--- src/rtl/mezclador_pkg.sv ---
// Shared definitions for the three-band mixer/DAC serializer:
// default widths, FSM state encoding and saturation limit helpers.
// Optional feature macro used by this codebase: MEZCLADOR_ROUND_EN.
package mezclador_pkg;

  localparam int DW_DEF    = 23;
  localparam int OUT_W_DEF = 16;

  typedef enum logic [1:0] {
    IDLE  = 2'd0,
    LOAD  = 2'd1,
    SHIFT = 2'd2,
    END   = 2'd3
  } state_t;

  // Largest positive value representable in a dw-bit signed sample.
  function automatic longint sat_max(input int dw);
    return (longint'(1) <<< (dw - 1)) - longint'(1);
  endfunction

  // Most negative value representable in a dw-bit signed sample.
  function automatic longint sat_min(input int dw);
    return -(longint'(1) <<< (dw - 1));
  endfunction

  // Counter width able to hold 0..n-1 (at least one bit).
  function automatic int cnt_w(input int n);
    return (n > 1) ? $clog2(n) : 1;
  endfunction

endpackage

--- src/rtl/mezclador_if.sv ---
// Serial DAC bus: bit clock, active-low chip select and MSB-first data.
interface mezclador_if;
  logic sclk;
  logic cs_n;
  logic sdo;

  modport master (output sclk, cs_n, sdo);
  modport slave  (input  sclk, cs_n, sdo);
endinterface

--- src/rtl/mezclador_serializador_spi.sv ---
// serializador_spi: loads one OUT_W-bit word and shifts it out MSB-first.
// dac_sclk idles low, toggles every CLK_DIV cycles; data changes only on
// falling edges so it is stable at every rising edge. o_done is high in
// the cycle whose edge produces the last falling edge of the frame.
module serializador_spi
  import mezclador_pkg::*;
#(
  parameter int OUT_W   = OUT_W_DEF,
  parameter int CLK_DIV = 2
) (
  input  logic             clk,
  input  logic             rst,
  input  logic             i_load,
  input  logic [OUT_W-1:0] i_word,
  output logic             o_done,
  mezclador_if.master      bus
);

  localparam int L_CW = cnt_w(CLK_DIV);
  localparam int L_BW = cnt_w(OUT_W);

  logic [OUT_W-1:0] r_sh;
  logic [L_CW-1:0]  r_div;
  logic [L_BW-1:0]  r_bits;
  logic             r_sclk;
  logic             r_cs_n;
  logic             w_tick;
  logic             w_fall;

  assign w_tick = !r_cs_n && (r_div == L_CW'(CLK_DIV - 1));
  assign w_fall = w_tick && r_sclk;
  assign o_done = w_fall && (r_bits == L_BW'(OUT_W - 1));

  assign bus.sclk = r_sclk;
  assign bus.cs_n = r_cs_n;
  assign bus.sdo  = !r_cs_n && r_sh[OUT_W-1];

  // Frame engine: divider, sclk toggle, shift on falling edge, bit count.
  // NOTE: state registers use non-blocking assignments so every register
  // samples the pre-edge values, independent of statement order.
  always_ff @(posedge clk) begin
    if (rst) begin
      r_sh   <= '0;
      r_div  <= '0;
      r_bits <= '0;
      r_sclk <= 1'b0;
      r_cs_n <= 1'b1;
    end else if (i_load) begin
      r_sh   <= i_word;
      r_div  <= '0;
      r_bits <= '0;
      r_sclk <= 1'b0;
      r_cs_n <= 1'b0;
    end else if (!r_cs_n) begin
      r_div <= w_tick ? '0 : r_div + L_CW'(1);
      if (w_tick) r_sclk <= !r_sclk;
      if (w_fall) begin
        r_sh   <= r_sh << 1;
        r_bits <= r_bits + L_BW'(1);
      end
      if (o_done) begin
        r_cs_n <= 1'b1;
        r_bits <= '0;
      end
    end
  end

endmodule

--- src/rtl/mezclador_dac.sv ---
// mezclador_dac: captures three signed band samples with per-band
// attenuation, sums and saturates them, and sends the top OUT_W bits of
// the result to a serial DAC. Defining MEZCLADOR_ROUND_EN adds a
// round-half-up offset before saturation; otherwise the word is truncated.
module mezclador_dac
  import mezclador_pkg::*;
#(
  parameter int DW      = DW_DEF,
  parameter int OUT_W   = OUT_W_DEF,
  parameter int CLK_DIV = 2
) (
  input  logic          clock_In,
  input  logic          Reset,
  input  logic          enable,
  input  logic [DW-1:0] Data_In_bajos,
  input  logic [DW-1:0] Data_In_medios,
  input  logic [DW-1:0] Data_In_altos,
  input  logic [1:0]    gain_bajos,
  input  logic [1:0]    gain_medios,
  input  logic [1:0]    gain_altos,
  output logic          busy,
  output logic          overrun,
  output logic          done,
  output logic          dac_sclk,
  output logic          dac_cs_n,
  output logic          dac_sdo
);

  localparam int L_SW = DW + 2;
  localparam int L_CW = cnt_w(CLK_DIV);
  localparam logic signed [L_SW-1:0] L_SAT_MAX = L_SW'(sat_max(DW));
  localparam logic signed [L_SW-1:0] L_SAT_MIN = L_SW'(sat_min(DW));

  state_t                  r_state, w_next;
  logic [DW-1:0]           r_b, r_m, r_a;
  logic [1:0]              r_gb, r_gm, r_ga;
  logic [L_CW-1:0]         r_end_cnt;
  logic                    r_done;
  logic                    r_overrun;
  logic                    w_end_last;
  logic                    w_ser_done;
  logic signed [L_SW-1:0]  w_b_sh, w_m_sh, w_a_sh, w_sum, w_sat;
  logic [OUT_W-1:0]        w_word;

  mezclador_if u_dac_bus ();

  // Attenuate each band after sign-extending to the sum width.
  assign w_b_sh = $signed({{2{r_b[DW-1]}}, r_b}) >>> r_gb;
  assign w_m_sh = $signed({{2{r_m[DW-1]}}, r_m}) >>> r_gm;
  assign w_a_sh = $signed({{2{r_a[DW-1]}}, r_a}) >>> r_ga;

`ifdef MEZCLADOR_ROUND_EN
  localparam logic signed [L_SW-1:0] L_ROUND = L_SW'(longint'(1) <<< (DW - OUT_W - 1));
  assign w_sum = w_b_sh + w_m_sh + w_a_sh + L_ROUND;
`else
  assign w_sum = w_b_sh + w_m_sh + w_a_sh;
`endif

  // Clamp the sum to the DW-bit signed range.
  always_comb begin
    w_sat = w_sum;
    if (w_sum > L_SAT_MAX)      w_sat = L_SAT_MAX;
    else if (w_sum < L_SAT_MIN) w_sat = L_SAT_MIN;
  end

  assign w_word     = w_sat[DW-1:DW-OUT_W];
  assign w_end_last = (r_state == END) && (r_end_cnt == L_CW'(CLK_DIV - 1));

  // Capture the sample set on an accepted strobe.
  // NOTE: data/gain holding registers carry no reset; they are only read in
  // LOAD, which is always preceded by a capture.
  always_ff @(posedge clock_In) begin
    if (r_state == IDLE && enable) begin
      r_b  <= Data_In_bajos;
      r_m  <= Data_In_medios;
      r_a  <= Data_In_altos;
      r_gb <= gain_bajos;
      r_gm <= gain_medios;
      r_ga <= gain_altos;
    end
  end

  // State register, END hold counter, done pulse and sticky overrun.
  always_ff @(posedge clock_In) begin
    if (Reset) begin
      r_state   <= IDLE;
      r_end_cnt <= '0;
      r_done    <= 1'b0;
      r_overrun <= 1'b0;
    end else begin
      r_state   <= w_next;
      r_done    <= w_end_last;
      r_end_cnt <= (r_state == END && !w_end_last) ? r_end_cnt + L_CW'(1) : '0;
      if (enable && r_state != IDLE) r_overrun <= 1'b1;
    end
  end

  // Next-state logic.
  // NOTE: w_next gets a default before the case so no path infers a latch.
  always_comb begin
    w_next = r_state;
    case (r_state)
      IDLE:    if (enable) w_next = LOAD;
      LOAD:    w_next = SHIFT;
      SHIFT:   if (w_ser_done) w_next = END;
      END:     if (w_end_last) w_next = IDLE;
      default: w_next = IDLE;
    endcase
  end

  serializador_spi #(
    .OUT_W   (OUT_W),
    .CLK_DIV (CLK_DIV)
  ) u_serializador (
    .clk    (clock_In),
    .rst    (Reset),
    .i_load (r_state == LOAD),
    .i_word (w_word),
    .o_done (w_ser_done),
    .bus    (u_dac_bus.master)
  );

  assign busy     = (r_state != IDLE);
  assign done     = r_done;
  assign overrun  = r_overrun;
  assign dac_sclk = u_dac_bus.sclk;
  assign dac_cs_n = u_dac_bus.cs_n;
  assign dac_sdo  = u_dac_bus.sdo;

endmodule

--- config.mk ---
export PLATFORM = sky130hd
export DESIGN_NAME = mezclador_dac
export DESIGN_NICKNAME = d
export VERILOG_FILES = /design/src/rtl/mezclador_pkg.sv /design/src/rtl/mezclador_if.sv /design/src/rtl/mezclador_serializador_spi.sv /design/src/rtl/mezclador_dac.sv
export SDC_FILE = /design/constraint.sdc
export NUM_CORES = 1
export LEC_CHECK = 0
export ABC_CLOCK_PERIOD_IN_PS = 9800
export CAP_MARGIN = 0
export CORE_MARGIN = 4
export CORE_UTILIZATION = 52
export DETAILED_ROUTE_END_ITERATION = 8
export PLACE_DENSITY = 0.76
export SKIP_LAST_GASP = 1
export SLEW_MARGIN = 10
export SYNTH_ARGS = -nofsm -noshare
export SYNTH_HDL_FRONTEND = slang
export SYNTH_SLANG_ARGS = --single-unit
--- constraint.sdc ---
create_clock -name clock_In -period 9.8 [get_ports clock_In]
set_clock_uncertainty 0.05 [all_clocks]
set_input_delay 1.47 -clock clock_In [delete_from_list [all_inputs] [get_ports clock_In]]
set_output_delay 1.47 -clock clock_In [all_outputs]
set_load 0.05 [all_outputs]
# After elaboration in Yosys (flattened, before gate mapping)
# Cells that the tools add are included.
[op_classes] add_sub_neg=5 magnitude_cmp=2 n_eq_ne=8 shifts=3 n_mux=15 bitwise=2 reduce_logical=21
[op_table] cell="$sshr 23x2->25" n=3
[op_table] cell="$add 25x25->25" n=2
[op_table] cell="$mux 16" n=3
[op_table] cell="$mux 23" n=2
[op_table] cell="$gt 25x23->1 const B" n=1
[op_table] cell="$lt 25x23->1 const B" n=1
[op_table] cell="$logic_and 1x1->1" n=8
[op_table] cell="$mux 4" n=2
[op_table] cell="$pmux 2 s4" n=1
[op_table] cell="$mux 2" n=3
[op_table] cell="$reduce_and 2->1" n=3
[op_table] cell="$reduce_bool 2->1" n=3
[op_table] cell="$add 4x1->4 const B" n=1
[op_table] cell="$eq 2x2->1 const B" n=2
[op_table] cell="$eq 4x4->1 const B" n=1
[op_table] cell="$mux 1" n=4
[op_table] cell="$ne 2x1->1 const B" n=2
[op_table] cell="$ne 2x2->1 const B" n=2
[op_table] cell="$reduce_or 2->1" n=2
[op_table] cell="$logic_not 1->1" n=3
[op_table] cell="$reduce_and 3->1" n=1
[op_table] cell="$add 1x1->1 const B" n=2
[op_table] cell="$eq 2x1->1 const B" n=1
[op_table] cell="$logic_not 2->1" n=1
[op_table] cell="$not 1->1" n=2
[word_totals] regBits=103 input_bits=78 out_inout_bits=6

# Longest topological paths before layout
[logic_depth] word_depth=7 mapped_depth=16 depth_no_buf=14

# Hierarchy
# A second synthesis with hierarchy kept.
[unflattened] cells_unflattened=509 area_unflattened_um2=6871.6
[by_module_without_submodules] module="mezclador_dac" instances=1 cells_each=387 area_per_inst_um2=5780.5 seq_area_each_um2=2352.3
[by_module_without_submodules] module="serializador_spi" instances=1 cells_each=122 area_per_inst_um2=1091.0 seq_area_each_um2=460.4

# Worst setup path before layout
# No wires, ideal clock.
[synth_path] path_kind="register to register" start="reg r_ga[0]" end="reg u_serializador.r_sh[1]" setup_ns=0.117 arrival_time_ns=4.079 required_time_ns=9.633 path_slack_ns=5.555 path_stages_with_launch=15 cell_sequence="edfxtp_1 -> clkbuf_1 -> buf_1 -> mux4_2 -> fa_1 -> ha_1 -> a21oi_1 -> o22ai_2 -> a221oi_2 -> o31ai_2 -> a31oi_1 -> xor2_1 -> o21ai_2 -> o21ba_1 -> a22o_1"
[synth_between] elab_chain_len=6 elab_cells_between_ends=7 classes_between="1 x add/sub; 2 x order compare; 1 x shift; 3 x mux"
[synth_rtl] element="from (decl)" line_no="mezclador_dac.sv:36" source="logic [1:0] r_gb, r_gm, r_ga;"
[synth_rtl] element="from (signal assigned)" line_no="mezclador_dac.sv:79" source="r_ga <= gain_altos;"
[synth_rtl] element="$sshr 23x2->25 (*)" line_no="mezclador_dac.sv:50" source="assign w_a_sh = $signed({{2{r_a[DW-1]}}, r_a}) >>> r_ga;"
[synth_rtl] element="$add 25x25->25 (*)" line_no="mezclador_dac.sv:56" source="assign w_sum = w_b_sh + w_m_sh + w_a_sh;"
[synth_rtl] element="$lt 25x23->1" line_no="mezclador_dac.sv:63" source="else if (w_sum < L_SAT_MIN) w_sat = L_SAT_MIN;"
[synth_rtl] element="$mux 23" line_no="mezclador_dac.sv:63"
[synth_rtl] element="$mux 23 (*)" line_no="mezclador_dac.sv:62" source="if (w_sum > L_SAT_MAX) w_sat = L_SAT_MAX;"
[synth_rtl] element="$mux 16 (*)" line_no="mezclador_serializador_spi.sv:48" source="end else if (i_load) begin"
[synth_rtl] element="to (signal assigned)" line_no="mezclador_serializador_spi.sv:49" source="r_sh <= i_word;"
[synth_rtl] element="to (signal assigned)" line_no="mezclador_serializador_spi.sv:58" source="r_sh <= r_sh << 1;"
[synth_rtl] element="to (decl)" line_no="mezclador_serializador_spi.sv:22" source="logic [OUT_W-1:0] r_sh;"
# Mark *: on every way between the ends. The rest lies on a longest branch, timed or not.
# A chain may end at the register's enable or synchronous reset.

# Worst setup path in the final report
[layout_path] start="reg r_gb[1]" end="reg u_serializador.r_sh[12]"
[layout_between] elab_chain_len=7 elab_cells_between_ends=8 classes_between="2 x add/sub; 2 x order compare; 1 x shift; 3 x mux"
[layout_rtl] element="from (decl)" line_no="mezclador_dac.sv:36"
[layout_rtl] element="from (signal assigned)" line_no="mezclador_dac.sv:77" source="r_gb <= gain_bajos;"
[layout_rtl] element="$sshr 23x2->25 (*)" line_no="mezclador_dac.sv:48" source="assign w_b_sh = $signed({{2{r_b[DW-1]}}, r_b}) >>> r_gb;"
[layout_rtl] element="$add 25x25->25 (*) (2 in series)" line_no="mezclador_dac.sv:56"
[layout_rtl] element="$lt 25x23->1" line_no="mezclador_dac.sv:63"
[layout_rtl] element="$mux 23" line_no="mezclador_dac.sv:63"
[layout_rtl] element="$mux 23 (*)" line_no="mezclador_dac.sv:62"
[layout_rtl] element="$mux 16 (*)" line_no="mezclador_serializador_spi.sv:48"
# Marked as above.

==> impl_metrics.prom <==
# TYPE chip_impl_metric gauge
chip_impl_info{name="outcome",value="finished, final reports clean"} 1
chip_impl_metric{name="numClockSinks",unit=""} 103
chip_impl_metric{name="yosys_register_bits",unit=""} 103
chip_impl_metric{name="crit_arrival",unit="ns"} 4.80
chip_impl_metric{name="port_buffers",unit=""} 83
chip_impl_metric{name="hold_viol_final",unit=""} 0
chip_impl_metric{name="cts_buffer_depth",unit=""} 2
chip_impl_metric{name="antenna_violations_before_repair",unit=""} 0
chip_impl_metric{name="dp.final_hpwl",unit="mm"} 11.1
chip_impl_metric{name="layout.filler_cells",unit=""} 945
chip_impl_metric{name="mapped_cells",unit=""} 482
chip_impl_metric{name="cts_h_tree_lvls",unit=""} 3
chip_impl_metric{name="cp.required",unit="ns"} 10.01
chip_impl_info{name="worstHoldEndpoint",value="u_serializador.r_sh[8]$_SDFFE_PP0P_"} 1
chip_impl_metric{name="synth_seq_area_share",unit=""} 0.421
chip_impl_metric{name="die_y_extent",unit="um"} 121
chip_impl_metric{name="reg2regPathDepth",unit=""} 12
chip_impl_metric{name="synth_async_sr_flop_share",unit=""} 0
chip_impl_metric{name="antennaDiodeCount",unit=""} 0
chip_impl_info{name="holdCritPathClass",value="reg2reg"} 1
chip_impl_metric{name="yosys_warnings",unit=""} 0
chip_impl_metric{name="setup-violations-final",unit=""} 0
chip_impl_metric{name="firstDrtPassIters",unit=""} 4
chip_impl_info{name="holdCritStartpoint",value="u_serializador.r_sh[8]$_SDFFE_PP0P_"} 1
chip_impl_metric{name="netlist_area",unit="mm2"} 0.00668
chip_impl_metric{name="grt_use_total",unit=""} 0.206
chip_impl_metric{name="timing.slew.headroom",unit=""} 0.331
chip_impl_metric{name="ant_nets",unit=""} 0
chip_impl_metric{name="placement_rows",unit=""} 41
chip_impl_metric{name="die_area",unit="mm2"} 0.0147
chip_impl_metric{name="globalRouteOverflowTotal",unit=""} 0
chip_impl_info{name="most_congested_layer_reported_by_global_routing",value="met2"} 1
chip_impl_metric{name="initial_core_util",unit=""} 0.529
chip_impl_metric{name="cp_max_fo",unit=""} 22
chip_impl_info{name="path_type_of_the_worst_setup_path",value="reg2reg"} 1
chip_impl_info{name="tritoncts_clock_tree",value="built"} 1
chip_impl_metric{name="drc",unit=""} 0
chip_impl_metric{name="max_cap_violations",unit=""} 0
chip_impl_metric{name="synthToLayoutAreaGrowth",unit="%"} 19.7
chip_impl_metric{name="num-nets-final",unit=""} 690
chip_impl_metric{name="routed-via-count",unit=""} 4472
chip_impl_metric{name="synth_nets",unit=""} 612
chip_impl_metric{name="drt_iter0_markers",unit=""} 313
chip_impl_metric{name="routed_wirelength",unit="mm"} 14.2
chip_impl_info{name="reg2reg_to",value="u_serializador.r_sh[12]$_SDFFE_PP0P_"} 1
chip_impl_metric{name="worst_hold_path.num_cells",unit=""} 2
chip_impl_info{name="yosys.cell_count.top_type",value="edfxtp_1"} 1
chip_impl_info{name="r2r_start",value="r_gb[1]$_DFFE_PP_"} 1
chip_impl_metric{name="grt_start_max_net_pins",unit=""} 76
chip_impl_info{name="synth.largest_area_cell",value="edfxtp_1"} 1
chip_impl_info{name="yosys-top-cells-count",value="75 x edfxtp_1, 58 x mux4_2, 29 x a21oi_1"} 1
chip_impl_metric{name="drt-wirelength-per-cell",unit="um"} 19.3
chip_impl_metric{name="post-route-util",unit=""} 0.633
chip_impl_metric{name="globalRouteMet3Util",unit=""} 0.0434
chip_impl_metric{name="fin_tns_setup",unit="ns"} 0
chip_impl_metric{name="clock.fmax",unit="GHz"} 0.218
chip_impl_info{name="synthFlopType",value="edfxtp_1"} 1
chip_impl_metric{name="first_global_vias",unit=""} 4642
chip_impl_metric{name="maxSlewViolCount",unit=""} 0
chip_impl_info{name="timing.critical_path.to_type",value="flop"} 1
chip_impl_metric{name="grt_first_pass_wirelength",unit="mm"} 23.4
chip_impl_metric{name="clock_insertion_delay_worst_skew",unit="ns"} 0.35
chip_impl_metric{name="period_share",unit=""} 0.468
chip_impl_metric{name="post-route-cell-area",unit="mm2"} 0.00799
chip_impl_metric{name="tightest_slew",unit="ns"} 1.00
chip_impl_metric{name="finalWorstPathRequiredPeriod",unit="ns"} 4.59
chip_impl_metric{name="synth-edff-count",unit=""} 75
chip_impl_metric{name="yosysTopAreaCellShare",unit=""} 0.337
chip_impl_metric{name="gp_congestion",unit=""} 0.879
chip_impl_metric{name="cts_repair_resize_count",unit=""} 0
chip_impl_metric{name="die-width",unit="um"} 121
chip_impl_metric{name="placed_cell_areas",unit="mm2"} 0.00765
chip_impl_metric{name="ios",unit=""} 84
chip_impl_metric{name="grt_util_met1",unit=""} 0.252
chip_impl_metric{name="cts.repair_timing.setup_buffer_count",unit=""} 0
chip_impl_info{name="start_kind",value="flop"} 1
chip_impl_info{name="netlist_top_cells_area",value="edfxtp_1 34%, mux4_2 20%, dfxtp_1 8.4%"} 1
chip_impl_metric{name="numCtsBuffers",unit=""} 9
chip_impl_metric{name="regToRegSetupSlack",unit="ns"} 5.21
chip_impl_metric{name="grt.met2_usage",unit=""} 0.353
chip_impl_metric{name="floorplan.core_area",unit="mm2"} 0.0126
chip_impl_metric{name="cts.clk_slew.worst_paths",unit="ns"} 0.07
chip_impl_metric{name="drive_above_1_share",unit=""} 0.193
chip_impl_metric{name="post_synth.cell_area_avg",unit="um2"} 13.8
chip_impl_metric{name="post_drt_via_cell_ratio",unit=""} 6.07
chip_impl_info{name="root_buffer",value="clkbuf_16"} 1
chip_impl_metric{name="final.hold.worst_slack",unit="ns"} 0.398
chip_impl_metric{name="post_cts_hold_buffer_count",unit=""} 0
chip_impl_info{name="rsz0062_at_grt",value="false"} 1
chip_impl_metric{name="ys_types",unit=""} 71
[logic make-up (layout without fill, tap and decap cells)]
logic type,Yosys count,count (layout),synth area share
mux,73,73,0.219
xor+xnor,18,18,0.0247
flops,103,103,0.421
buf+inv,39,122,0.0232
fa+ha+maj,52,52,0.124
compound gates,105,105,0.116
simple gates,92,92,0.0705
[critical path, cell delays in order (launching register included)]
cell      delay [ns]
edfxtp_1        0.98
mux4_2          0.64
fa_1            0.49
ha_1            0.40
and2_1          0.21
a311o_1         0.31
a21oi_1         0.17
nand2_1         0.10
a31oi_2         0.20
xor2_2          0.12
o21ai_2         0.32
nand4_1         0.20
a221oi_2        0.29
[worst max-delay path by stage]
| stage | slack (ns) | cells after the start | start | endpoint |
|---|---|---|---|---|
| detailed placement | 4.91 | 14 | r_ga[0]$_DFFE_PP_ | u_serializador.r_sh[6]$_SDFFE_PP0P_ |
| CTS | 4.89 | 14 | r_ga[0]$_DFFE_PP_ | u_serializador.r_sh[9]$_SDFFE_PP0P_ |
| floorplan | 5.55 | 14 | r_ga[0]$_DFFE_PP_ | u_serializador.r_sh[1]$_SDFFE_PP0P_ |
| global placement | 5.13 | 14 | r_ga[0]$_DFFE_PP_ | u_serializador.r_sh[4]$_SDFFE_PP0P_ |
| finish | 5.21 | 12 | r_gb[1]$_DFFE_PP_ | u_serializador.r_sh[12]$_SDFFE_PP0P_ |
| global route | 4.89 | 12 | r_gb[1]$_DFFE_PP_ | u_serializador.r_sh[12]$_SDFFE_PP0P_ |
[stage by stage]
stage          worst slack (ns)  std cells
3_3_place_gp               5.13        719
3_5_place_dp               4.91        719
6_report                   5.21        737
4_1_cts                    4.89        735
2_1_floorplan              5.55        482
5_1_grt                    4.89        737
[per-layer routing]
layer	wire length [um]	part of all wire
met2	7410	0.52
met5	0	0
met3	749	0.053
met4	471	0.033
met1	5620	0.39
[sequential cells by signal, indices dropped and copies added (netlist names), 2 cells and up]
| name | cells |
|---|---|
| r_a | 23 |
| r_b | 23 |
| r_ga | 2 |
| r_gb | 2 |
| r_gm | 2 |
| r_m | 23 |
| r_state | 2 |
| u_serializador.r_bits | 4 |
| u_serializador.r_sh | 16 |
[area by class of cell]
type	count	area [um2]	area share
clock buffers	13	262	0.0327
clock inverters	3	17.5	0.00219
inverters	19	71.3	0.00893
multi-input cells	340	3710	0.464
flip-flops and latches	103	2810	0.352
well taps	172	215	0.0269
repair buffers	87	901	0.113
[cell usage in the layout, fill, tap and decap left out, types with 10 or more instances in the layout]
cell and instances:
clkdlybuf4s50_1 83, edfxtp_1 75, mux4_2 58, a21oi_1 29
ha_1 28, dfxtp_1 28, nand2_1 26, fa_1 24
nor2_1 19, inv_1 17, o21ai_0 12, xor2_1 10
clkbuf_16 10
Power is not shown: default switching activity piles up to over one toggle a cycle in this logic, so the estimate is an artifact.
